**src/rtl/vector_op_engine_if.sv**
```systemverilog
// Bundle of command, operand-read and result-stream signals for vector_op_engine.
//
// Signals:
//   cmd_valid/cmd_ready/cmd_op    command handshake; op 0=SUM 1=AVG 2=MAN 3=EUC 4=DOT
//   rd_en/rd_addr                 operand read strobe and beat address (shared by both memories)
//   rd_data_a/rd_data_b           operand beats, valid one cycle after rd_en
//   res_valid/res_ready           result beat handshake
//   res_data/res_last             result beat and final-beat marker
//   busy/done/err                 status: not idle, completion pulse, illegal-op pulse
//
// Modports: master = host/memory side, slave = engine side.
interface vector_op_engine_if #(
   parameter int LANES        = 4,
   parameter int DATA_WIDTH   = 10,
   parameter int RESULT_WIDTH = 32,
   parameter int ADDR_WIDTH   = 1
);
   logic                            cmd_valid;
   logic                            cmd_ready;
   logic [2:0]                      cmd_op;
   logic                            rd_en;
   logic [ADDR_WIDTH-1:0]           rd_addr;
   logic [LANES*DATA_WIDTH-1:0]     rd_data_a;
   logic [LANES*DATA_WIDTH-1:0]     rd_data_b;
   logic                            res_valid;
   logic                            res_ready;
   logic [LANES*RESULT_WIDTH-1:0]   res_data;
   logic                            res_last;
   logic                            busy;
   logic                            done;
   logic                            err;

   modport master (
      output cmd_valid, cmd_op, rd_data_a, rd_data_b, res_ready,
      input  cmd_ready, rd_en, rd_addr, res_valid, res_data, res_last, busy, done, err
   );

   modport slave (
      input  cmd_valid, cmd_op, rd_data_a, rd_data_b, res_ready,
      output cmd_ready, rd_en, rd_addr, res_valid, res_data, res_last, busy, done, err
   );
endinterface

```
**src/rtl/vector_op_engine.sv**
```systemverilog
// Lane-parallel vector arithmetic engine. Reads operand vectors A and B beat by
// beat, computes an element-wise result (SUM, AVG) into a result buffer or a
// scalar reduction (MAN, EUC, DOT) into an accumulator, then streams the result
// out with valid/ready backpressure.
//
// Ports:
//   clk    system clock, rising edge
//   reset  synchronous active-high reset
//   bus    vector_op_engine_if.slave: command, operand read, result stream, status
module vector_op_engine #(
   parameter int NUM_ELEMENTS = 8,
   parameter int LANES        = 4,
   parameter int DATA_WIDTH   = 10,
   parameter int RESULT_WIDTH = 32,
   parameter int ADDR_WIDTH   = (NUM_ELEMENTS / LANES > 1) ? $clog2(NUM_ELEMENTS / LANES) : 1
) (
   input logic               clk,
   input logic               reset,
   vector_op_engine_if.slave bus
);
   localparam int BEATS = NUM_ELEMENTS / LANES;
   localparam logic [ADDR_WIDTH-1:0] LAST_BEAT = ADDR_WIDTH'(BEATS - 1);

   localparam logic [2:0] OP_SUM = 3'd0;
   localparam logic [2:0] OP_AVG = 3'd1;
   localparam logic [2:0] OP_MAN = 3'd2;
   localparam logic [2:0] OP_EUC = 3'd3;
   localparam logic [2:0] OP_DOT = 3'd4;

   localparam logic [2:0] S_IDLE  = 3'd0;
   localparam logic [2:0] S_READ  = 3'd1;
   localparam logic [2:0] S_DRAIN = 3'd2;
   localparam logic [2:0] S_SEND  = 3'd3;
   localparam logic [2:0] S_DONE  = 3'd4;

   if ((NUM_ELEMENTS % LANES) != 0 || NUM_ELEMENTS < LANES) begin : g_bad_elements
      $error("NUM_ELEMENTS must be a nonzero multiple of LANES");
   end
   if (RESULT_WIDTH < 2 * DATA_WIDTH + 1) begin : g_bad_result_width
      $error("RESULT_WIDTH must be at least 2*DATA_WIDTH+1");
   end

   // Floor halving of the widened sum
   function automatic logic [RESULT_WIDTH-1:0] half_floor(input logic [DATA_WIDTH:0] s);
      return RESULT_WIDTH'(s >> 1);
   endfunction

   function automatic logic [RESULT_WIDTH-1:0] lane_term(input logic [2:0] op,
                                                         input logic [DATA_WIDTH-1:0] a,
                                                         input logic [DATA_WIDTH-1:0] b);
      logic [DATA_WIDTH:0]     sum;
      logic [DATA_WIDTH-1:0]   diff;
      logic [2*DATA_WIDTH-1:0] sq;
      logic [2*DATA_WIDTH-1:0] prod;
      logic [RESULT_WIDTH-1:0] res;
      sum  = {1'b0, a} + {1'b0, b};
      diff = (a >= b) ? (a - b) : (b - a);
      sq   = (2*DATA_WIDTH)'(diff) * (2*DATA_WIDTH)'(diff);
      prod = (2*DATA_WIDTH)'(a) * (2*DATA_WIDTH)'(b);
      case (op)
         OP_SUM:  res = RESULT_WIDTH'(sum);
         OP_AVG:  res = half_floor(sum);
         OP_MAN:  res = RESULT_WIDTH'(diff);
         OP_EUC:  res = RESULT_WIDTH'(sq);
         default: res = RESULT_WIDTH'(prod);
      endcase
      return res;
   endfunction

   logic [2:0]                    state;
   logic [2:0]                    op_q;
   logic [ADDR_WIDTH-1:0]         addr_cnt;
   logic [ADDR_WIDTH-1:0]         beat_cnt;
   logic                          drain_cnt;
   logic                          err_q;
   logic                          accept;
   logic                          op_legal;
   logic                          is_scalar;
   logic                          rd_en;
   logic                          res_valid;
   logic                          res_last;
   logic [LANES*RESULT_WIDTH-1:0] res_data;

   logic                          vld_p0;
   logic [ADDR_WIDTH-1:0]         addr_p0;
   logic                          vld_p1;
   logic [ADDR_WIDTH-1:0]         addr_p1;
   logic [LANES*DATA_WIDTH-1:0]   a_p1;
   logic [LANES*DATA_WIDTH-1:0]   b_p1;
   logic [LANES*RESULT_WIDTH-1:0] terms_p2;
   logic [RESULT_WIDTH-1:0]       beat_sum_p2;
   logic [RESULT_WIDTH-1:0]       acc;
   logic [LANES*RESULT_WIDTH-1:0] vec_buf [2**ADDR_WIDTH];

   assign accept    = bus.cmd_valid && bus.cmd_ready;
   assign op_legal  = (bus.cmd_op <= OP_DOT);
   assign is_scalar = (op_q >= OP_MAN);
   assign rd_en     = (state == S_READ);
   assign res_valid = (state == S_SEND);
   assign res_last  = is_scalar || (beat_cnt == LAST_BEAT);

   // Control FSM
   always_ff @(posedge clk) begin
      if (reset) begin
         state     <= S_IDLE;
         op_q      <= OP_SUM;
         addr_cnt  <= '0;
         beat_cnt  <= '0;
         drain_cnt <= 1'b0;
         err_q     <= 1'b0;
      end else begin
         err_q <= 1'b0;
         case (state)
            S_IDLE: begin
               if (accept) begin
                  if (op_legal) begin
                     op_q  <= bus.cmd_op;
                     state <= S_READ;
                  end else begin
                     // Illegal op: flag it and stay idle; cmd_ready drops for the flag cycle
                     err_q <= 1'b1;
                  end
               end
            end
            S_READ: begin
               if (addr_cnt == LAST_BEAT) begin
                  addr_cnt <= '0;
                  state    <= S_DRAIN;
               end else begin
                  addr_cnt <= addr_cnt + 1'b1;
               end
            end
            S_DRAIN: begin
               // Two cycles: one for the memory read latency, one for stage 1
               drain_cnt <= ~drain_cnt;
               if (drain_cnt) state <= S_SEND;
            end
            S_SEND: begin
               if (bus.res_ready) begin
                  if (res_last) begin
                     beat_cnt <= '0;
                     state    <= S_DONE;
                  end else begin
                     beat_cnt <= beat_cnt + 1'b1;
                  end
               end
            end
            S_DONE:  state <= S_IDLE;
            default: state <= S_IDLE;
         endcase
      end
   end

   // Pipeline valids and accumulator (cleared by reset so an abort leaves nothing behind)
   always_ff @(posedge clk) begin
      if (reset) begin
         vld_p0 <= 1'b0;
         vld_p1 <= 1'b0;
         acc    <= '0;
      end else begin
         vld_p0 <= rd_en;
         vld_p1 <= vld_p0;
         if (state == S_IDLE && accept) begin
            acc <= '0;
         end else if (vld_p1 && is_scalar) begin
            acc <= acc + beat_sum_p2;
         end
      end
   end

   // Stage 0 -> 1: operand beat arrives one cycle after rd_en and is registered
   always_ff @(posedge clk) begin
      addr_p0 <= addr_cnt;
      if (vld_p0) begin
         a_p1    <= bus.rd_data_a;
         b_p1    <= bus.rd_data_b;
         addr_p1 <= addr_p0;
      end
      if (vld_p1 && !is_scalar) begin
         vec_buf[addr_p1] <= terms_p2;
      end
   end

   // Stage 2: per-lane terms and their beat sum
   always_comb begin
      terms_p2    = '0;
      beat_sum_p2 = '0;
      for (int k = 0; k < LANES; k++) begin
         terms_p2[k*RESULT_WIDTH +: RESULT_WIDTH] =
            lane_term(op_q, a_p1[k*DATA_WIDTH +: DATA_WIDTH], b_p1[k*DATA_WIDTH +: DATA_WIDTH]);
         beat_sum_p2 = beat_sum_p2 + terms_p2[k*RESULT_WIDTH +: RESULT_WIDTH];
      end
   end

   always_comb begin
      res_data = '0;
      if (res_valid) begin
         res_data = is_scalar ? (LANES*RESULT_WIDTH)'(acc) : vec_buf[beat_cnt];
      end
   end

   assign bus.cmd_ready = (state == S_IDLE) && !err_q;
   assign bus.rd_en     = rd_en;
   assign bus.rd_addr   = addr_cnt;
   assign bus.res_valid = res_valid;
   assign bus.res_data  = res_data;
   assign bus.res_last  = res_valid && res_last;
   assign bus.busy      = (state != S_IDLE);
   assign bus.done      = (state == S_DONE);
   assign bus.err       = err_q;
endmodule

```
**src/flat_wrapper.sv**
```systemverilog
// flat-port wrapper written by rule: the top's interface ports become plain ports
module vector_op_engine_flat 
#(
   parameter int NUM_ELEMENTS = 8,
   parameter int LANES        = 4,
   parameter int DATA_WIDTH   = 10,
   parameter int RESULT_WIDTH = 32,
   parameter int ADDR_WIDTH   = (NUM_ELEMENTS / LANES > 1) ? $clog2(NUM_ELEMENTS / LANES) : 1
)
  (clk, reset, bus_cmd_valid, bus_cmd_op, bus_rd_data_a, bus_rd_data_b, bus_res_ready, bus_cmd_ready, bus_rd_en, bus_rd_addr, bus_res_valid, bus_res_data, bus_res_last, bus_busy, bus_done, bus_err);
  vector_op_engine_if #(.LANES(LANES), .DATA_WIDTH(DATA_WIDTH), .RESULT_WIDTH(RESULT_WIDTH), .ADDR_WIDTH(ADDR_WIDTH)) bus_i ();
  input logic clk;
  input logic reset;
  input wire logic [$bits(bus_i.cmd_valid)-1:0] bus_cmd_valid;
  input wire logic [$bits(bus_i.cmd_op)-1:0] bus_cmd_op;
  input wire logic [$bits(bus_i.rd_data_a)-1:0] bus_rd_data_a;
  input wire logic [$bits(bus_i.rd_data_b)-1:0] bus_rd_data_b;
  input wire logic [$bits(bus_i.res_ready)-1:0] bus_res_ready;
  output wire logic [$bits(bus_i.cmd_ready)-1:0] bus_cmd_ready;
  output wire logic [$bits(bus_i.rd_en)-1:0] bus_rd_en;
  output wire logic [$bits(bus_i.rd_addr)-1:0] bus_rd_addr;
  output wire logic [$bits(bus_i.res_valid)-1:0] bus_res_valid;
  output wire logic [$bits(bus_i.res_data)-1:0] bus_res_data;
  output wire logic [$bits(bus_i.res_last)-1:0] bus_res_last;
  output wire logic [$bits(bus_i.busy)-1:0] bus_busy;
  output wire logic [$bits(bus_i.done)-1:0] bus_done;
  output wire logic [$bits(bus_i.err)-1:0] bus_err;
  assign bus_i.cmd_valid = bus_cmd_valid;
  assign bus_i.cmd_op = bus_cmd_op;
  assign bus_i.rd_data_a = bus_rd_data_a;
  assign bus_i.rd_data_b = bus_rd_data_b;
  assign bus_i.res_ready = bus_res_ready;
  assign bus_cmd_ready = bus_i.cmd_ready;
  assign bus_rd_en = bus_i.rd_en;
  assign bus_rd_addr = bus_i.rd_addr;
  assign bus_res_valid = bus_i.res_valid;
  assign bus_res_data = bus_i.res_data;
  assign bus_res_last = bus_i.res_last;
  assign bus_busy = bus_i.busy;
  assign bus_done = bus_i.done;
  assign bus_err = bus_i.err;
  vector_op_engine #(.NUM_ELEMENTS(NUM_ELEMENTS), .LANES(LANES), .DATA_WIDTH(DATA_WIDTH), .RESULT_WIDTH(RESULT_WIDTH), .ADDR_WIDTH(ADDR_WIDTH)) u_core (.clk(clk), .reset(reset), .bus(bus_i));
endmodule
```
**config.mk**
```make
export PLATFORM = sky130hd
export DESIGN_NAME = vector_op_engine_flat
export DESIGN_NICKNAME = d
export VERILOG_FILES = /design/src/rtl/vector_op_engine_if.sv /design/src/rtl/vector_op_engine.sv /design/src/flat_wrapper.sv
export SDC_FILE = /design/constraint.sdc
export NUM_CORES = 2
export LEC_CHECK = 0
export BUFFER_PORTS_ARGS = -buffer_cell sky130_fd_sc_hd__buf_2
export CORE_MARGIN = 10
export CORE_UTILIZATION = 46
export CTS_CLUSTER_SIZE = 30
export DETAILED_ROUTE_END_ITERATION = 10
export GPL_TIMING_DRIVEN = 0
export SYNTH_ARGS = -nofsm -noshare
export SYNTH_HDL_FRONTEND = slang
export SYNTH_SLANG_ARGS = --single-unit
```
**constraint.sdc**
```tcl
create_clock -name clk -period 14.2 [get_ports clk]
set_input_delay 1.42 -clock clk [delete_from_list [all_inputs] [get_ports clk]]
set_output_delay 1.42 -clock clk [all_outputs]
set_load 0.005 [all_outputs]
```
==> results.json <==
{
  "status": "finished clean",
  "avgSynthCellArea_um2": 9.05,
  "overflow": 0,
  "final_nets": 6224,
  "r2r-end": "u_core.acc[29]",
  "synthTopCellsByArea": "fa_1, edfxtp_1, ha_1, inv_1, nor2_1",
  "viasPerCell": 5.51,
  "yosys_warnings": 0,
  "grt_pass1_vias": 35000,
  "die-area_mm2": 0.107,
  "skew_ps": 30.9,
  "grt_pass1_wl_mm": 210,
  "min_period_ps": 13480,
  "yosysTopAreaCell": "fa_1",
  "wl_per_cell_um": 21.7,
  "clk_latency_ps": 610,
  "worst_pin_slew_ps": 1290,
  "synth_edf_count": 241,
  "cts_made_buffers": 36,
  "cts_buffer_depth": 3,
  "grtUsageTotal_pct": 25.4,
  "final-hold-violation-count": 0,
  "ff2ff_path_depth": 51,
  "port_buffers": 186,
  "cp_slowest_cell": "fa_1",
  "holdBufCountCts": 0,
  "die_w_um": 327,
  "syn_inst": 4808,
  "worst-r2r-setup-slack_ps": 720,
  "crit_fanout": 10,
  "gp_congestion": 0.949,
  "cts_sinks": 287,
  "setup_violations": 0,
  "min_from": "u_core.addr_p0",
  "crit_type": "reg2reg",
  "dr.first_iter.drc_count": 2896,
  "hpwl_mm": 113,
  "yosysTopAreaCellShare_pct": 22.4,
  "dr_total_vias": 35100,
  "synthFlopType": "edfxtp_1",
  "hold_class": "reg2reg",
  "critPathArrivalTime_ps": 13930,
  "n_antenna_cell": 0,
  "fill_cells": 8982,
  "antenna_found_initial": 5,
  "max_stage_delay_ps": 570,
  "core_area_mm2": 0.0936,
  "cts_root_buffer": "clkbuf_16",
  "netlist_area_mm2": 0.0435,
  "ys_types": 84,
  "die_height_um": 327,
  "max_freq_ghz": 0.0742,
  "fin_crit_sh_pct": 94.9,
  "placedCellCount": 6287,
  "cts_tree": "built",
  "layout-drive-gt1-share_pct": 8.01,
  "area_growth_pct": 9.48,
  "timing.final.max_slew_violations": 0,
  "cp-end-kind": "flop",
  "grt_start_max_net_pins": 58,
  "endpoint": "u_core.acc[29]",
  "cts.htree.levels": 2,
  "wirelength_mm": 138,
  "ant_nets": 0,
  "cap_violations": 0,
  "ys_seq_area_share_pct": 18.8,
  "pin_count": 223,
  "rows": 112,
  "fin_cells": 6361,
  "clkTransAtPathRegs_ps": 60,
  "async_flop_share_pct": 0,
  "relSlewSlack_pct": 14.1,
  "dr.pass1.iters": 6,
  "worstSetupStartpoint": "u_core.a_p1[10]",
  "cp_common_cell": "fa_1",
  "drc": 0,
  "ff_latch_area_mm2": 0.00816,
  "worstPathRequired_ps": 14650,
  "hold_ws_ps": 409,
  "ys_ff_latch": 287,
  "start_util_pct": 46.5,
  "multi_input_area_mm2": 0.0317,
  "worstReg2RegStart": "u_core.a_p1[10]",
  "startpoint_type": "flop"
}
worst max-delay path: cells and delay by family (launching register included):
family	cells	cell delay (ps)
flip-flops	1	540
buffers and inverters	7	1140
XOR/XNOR	2	440
AO/OA/AOI/OAI	21	4610
adder cells (fa/ha/maj)	12	5160
AND/OR/NAND/NOR	8	1100
multiplexers	1	320
per-layer routing:
metal	track usage, %	up-vias	wire, um
li1	-	16400	-
met1	34.2	17100	58800
met2	40.1	1328	61400
met3	4.67	249	11600
met4	9.87	6	5970
met5	0	-	39
how the worst min path moves through the flow:
stage / to / cells after the start
4_1_cts: u_core.addr_p1 / 0
2_1_floorplan: u_core.addr_p1 / 0
6_report: u_core.addr_p1 / 0
3_5_place_dp: u_core.addr_p1 / 0
3_3_place_gp: u_core.addr_p1 / 0
5_1_grt: u_core.addr_p1 / 0
timing repair:
action,4_1_cts,5_1_grt
buffers inserted,0,9
gates resized for setup,6,30
endpoints found under the setup margin,7,14
endpoints found under the hold margin,0,0
pin swaps,0,2
cell families after synthesis:
| group | share of synthesized area [%] |
|---|---|
| adder cells (fa/ha/maj) | 38.8 |
| AND/OR/NAND/NOR | 13.0 |
| multiplexers | 3.58 |
| other | 0.00862 |
| flip-flops | 18.8 |
| AO/OA/AOI/OAI | 12.1 |
| XOR/XNOR | 4.87 |
| buffers and inverters | 8.93 |
metrics by stage:
stage | utilization [%] | TNS [ps] | cell area [um2] | setup WS, ps
5_1_grt | 50.9 | -587 | 47600 | -139
4_1_cts | 50.7 | 0 | 47400 | 97.7
3_5_place_dp | 49.4 | -1780 | 46200 | -434
6_report | 50.9 | 0 | 47600 | 722
3_3_place_gp | 49.3 | -1390 | 46100 | -345
2_1_floorplan | - | 0 | 43600 | 2110
state kept, by name, indices dropped and copies added, names as in the netlist, 3 cells and up, named ones only:
signal / cells
u_core.vec_buf: 160
u_core.a_p1: 40
u_core.b_p1: 40
u_core.acc: 32
u_core.op_q: 3
u_core.state: 3
synth_stat cells (14+ instances only):
library cell    n
nand3_1        42
mux2_2         19
and3_1         31
o21a_1         26
nor2b_1        34
clkbuf_1      136
and2_1         33
or3_1          38
o31ai_1        14
xor2_1         84
o21bai_1       43
or2_2          35
nand2_1       395
a2111oi_0      14
o211ai_1       17
a211oi_1       56
xnor2_1       158
ha_1          572
nor3_1         59
buf_4          36
a31oi_1        16
o21ai_0       128
fa_1          486
a21oi_1       263
inv_1         790
nand2b_1       47
a21o_1         75
mux2i_1       114
nor2_1        520
dfxtp_1        46
buf_1          14
o22ai_1        24
edfxtp_1      241
layout make-up:
cell class | instances | area share [%]
multi-input cells | 3560 | 66.6
flip-flops and latches | 287 | 17.1
inverters | 801 | 6.32
well taps | 1254 | 3.30
repair buffers | 199 | 2.30
clock buffers | 44 | 2.04
plain buffers | 194 | 1.86
clock inverters | 22 | 0.465
cell usage in the layout (no fill, tap or decap), types with 58 or more instances in the layout:
cell / n
inv_1: 790
ha_1: 572
nor2_1: 519
fa_1: 486
nand2_1: 395
a21oi_1: 263
edfxtp_1: 241
buf_2: 196
xnor2_1: 152
clkbuf_1: 133
o21ai_0: 128
mux2i_1: 114
xor2_1: 82
a21o_1: 75
nor3_1: 58
Power is left out: the tool's default activity adds up to more than one toggle a clock period on the data nets, which glitch-free logic cannot reach.
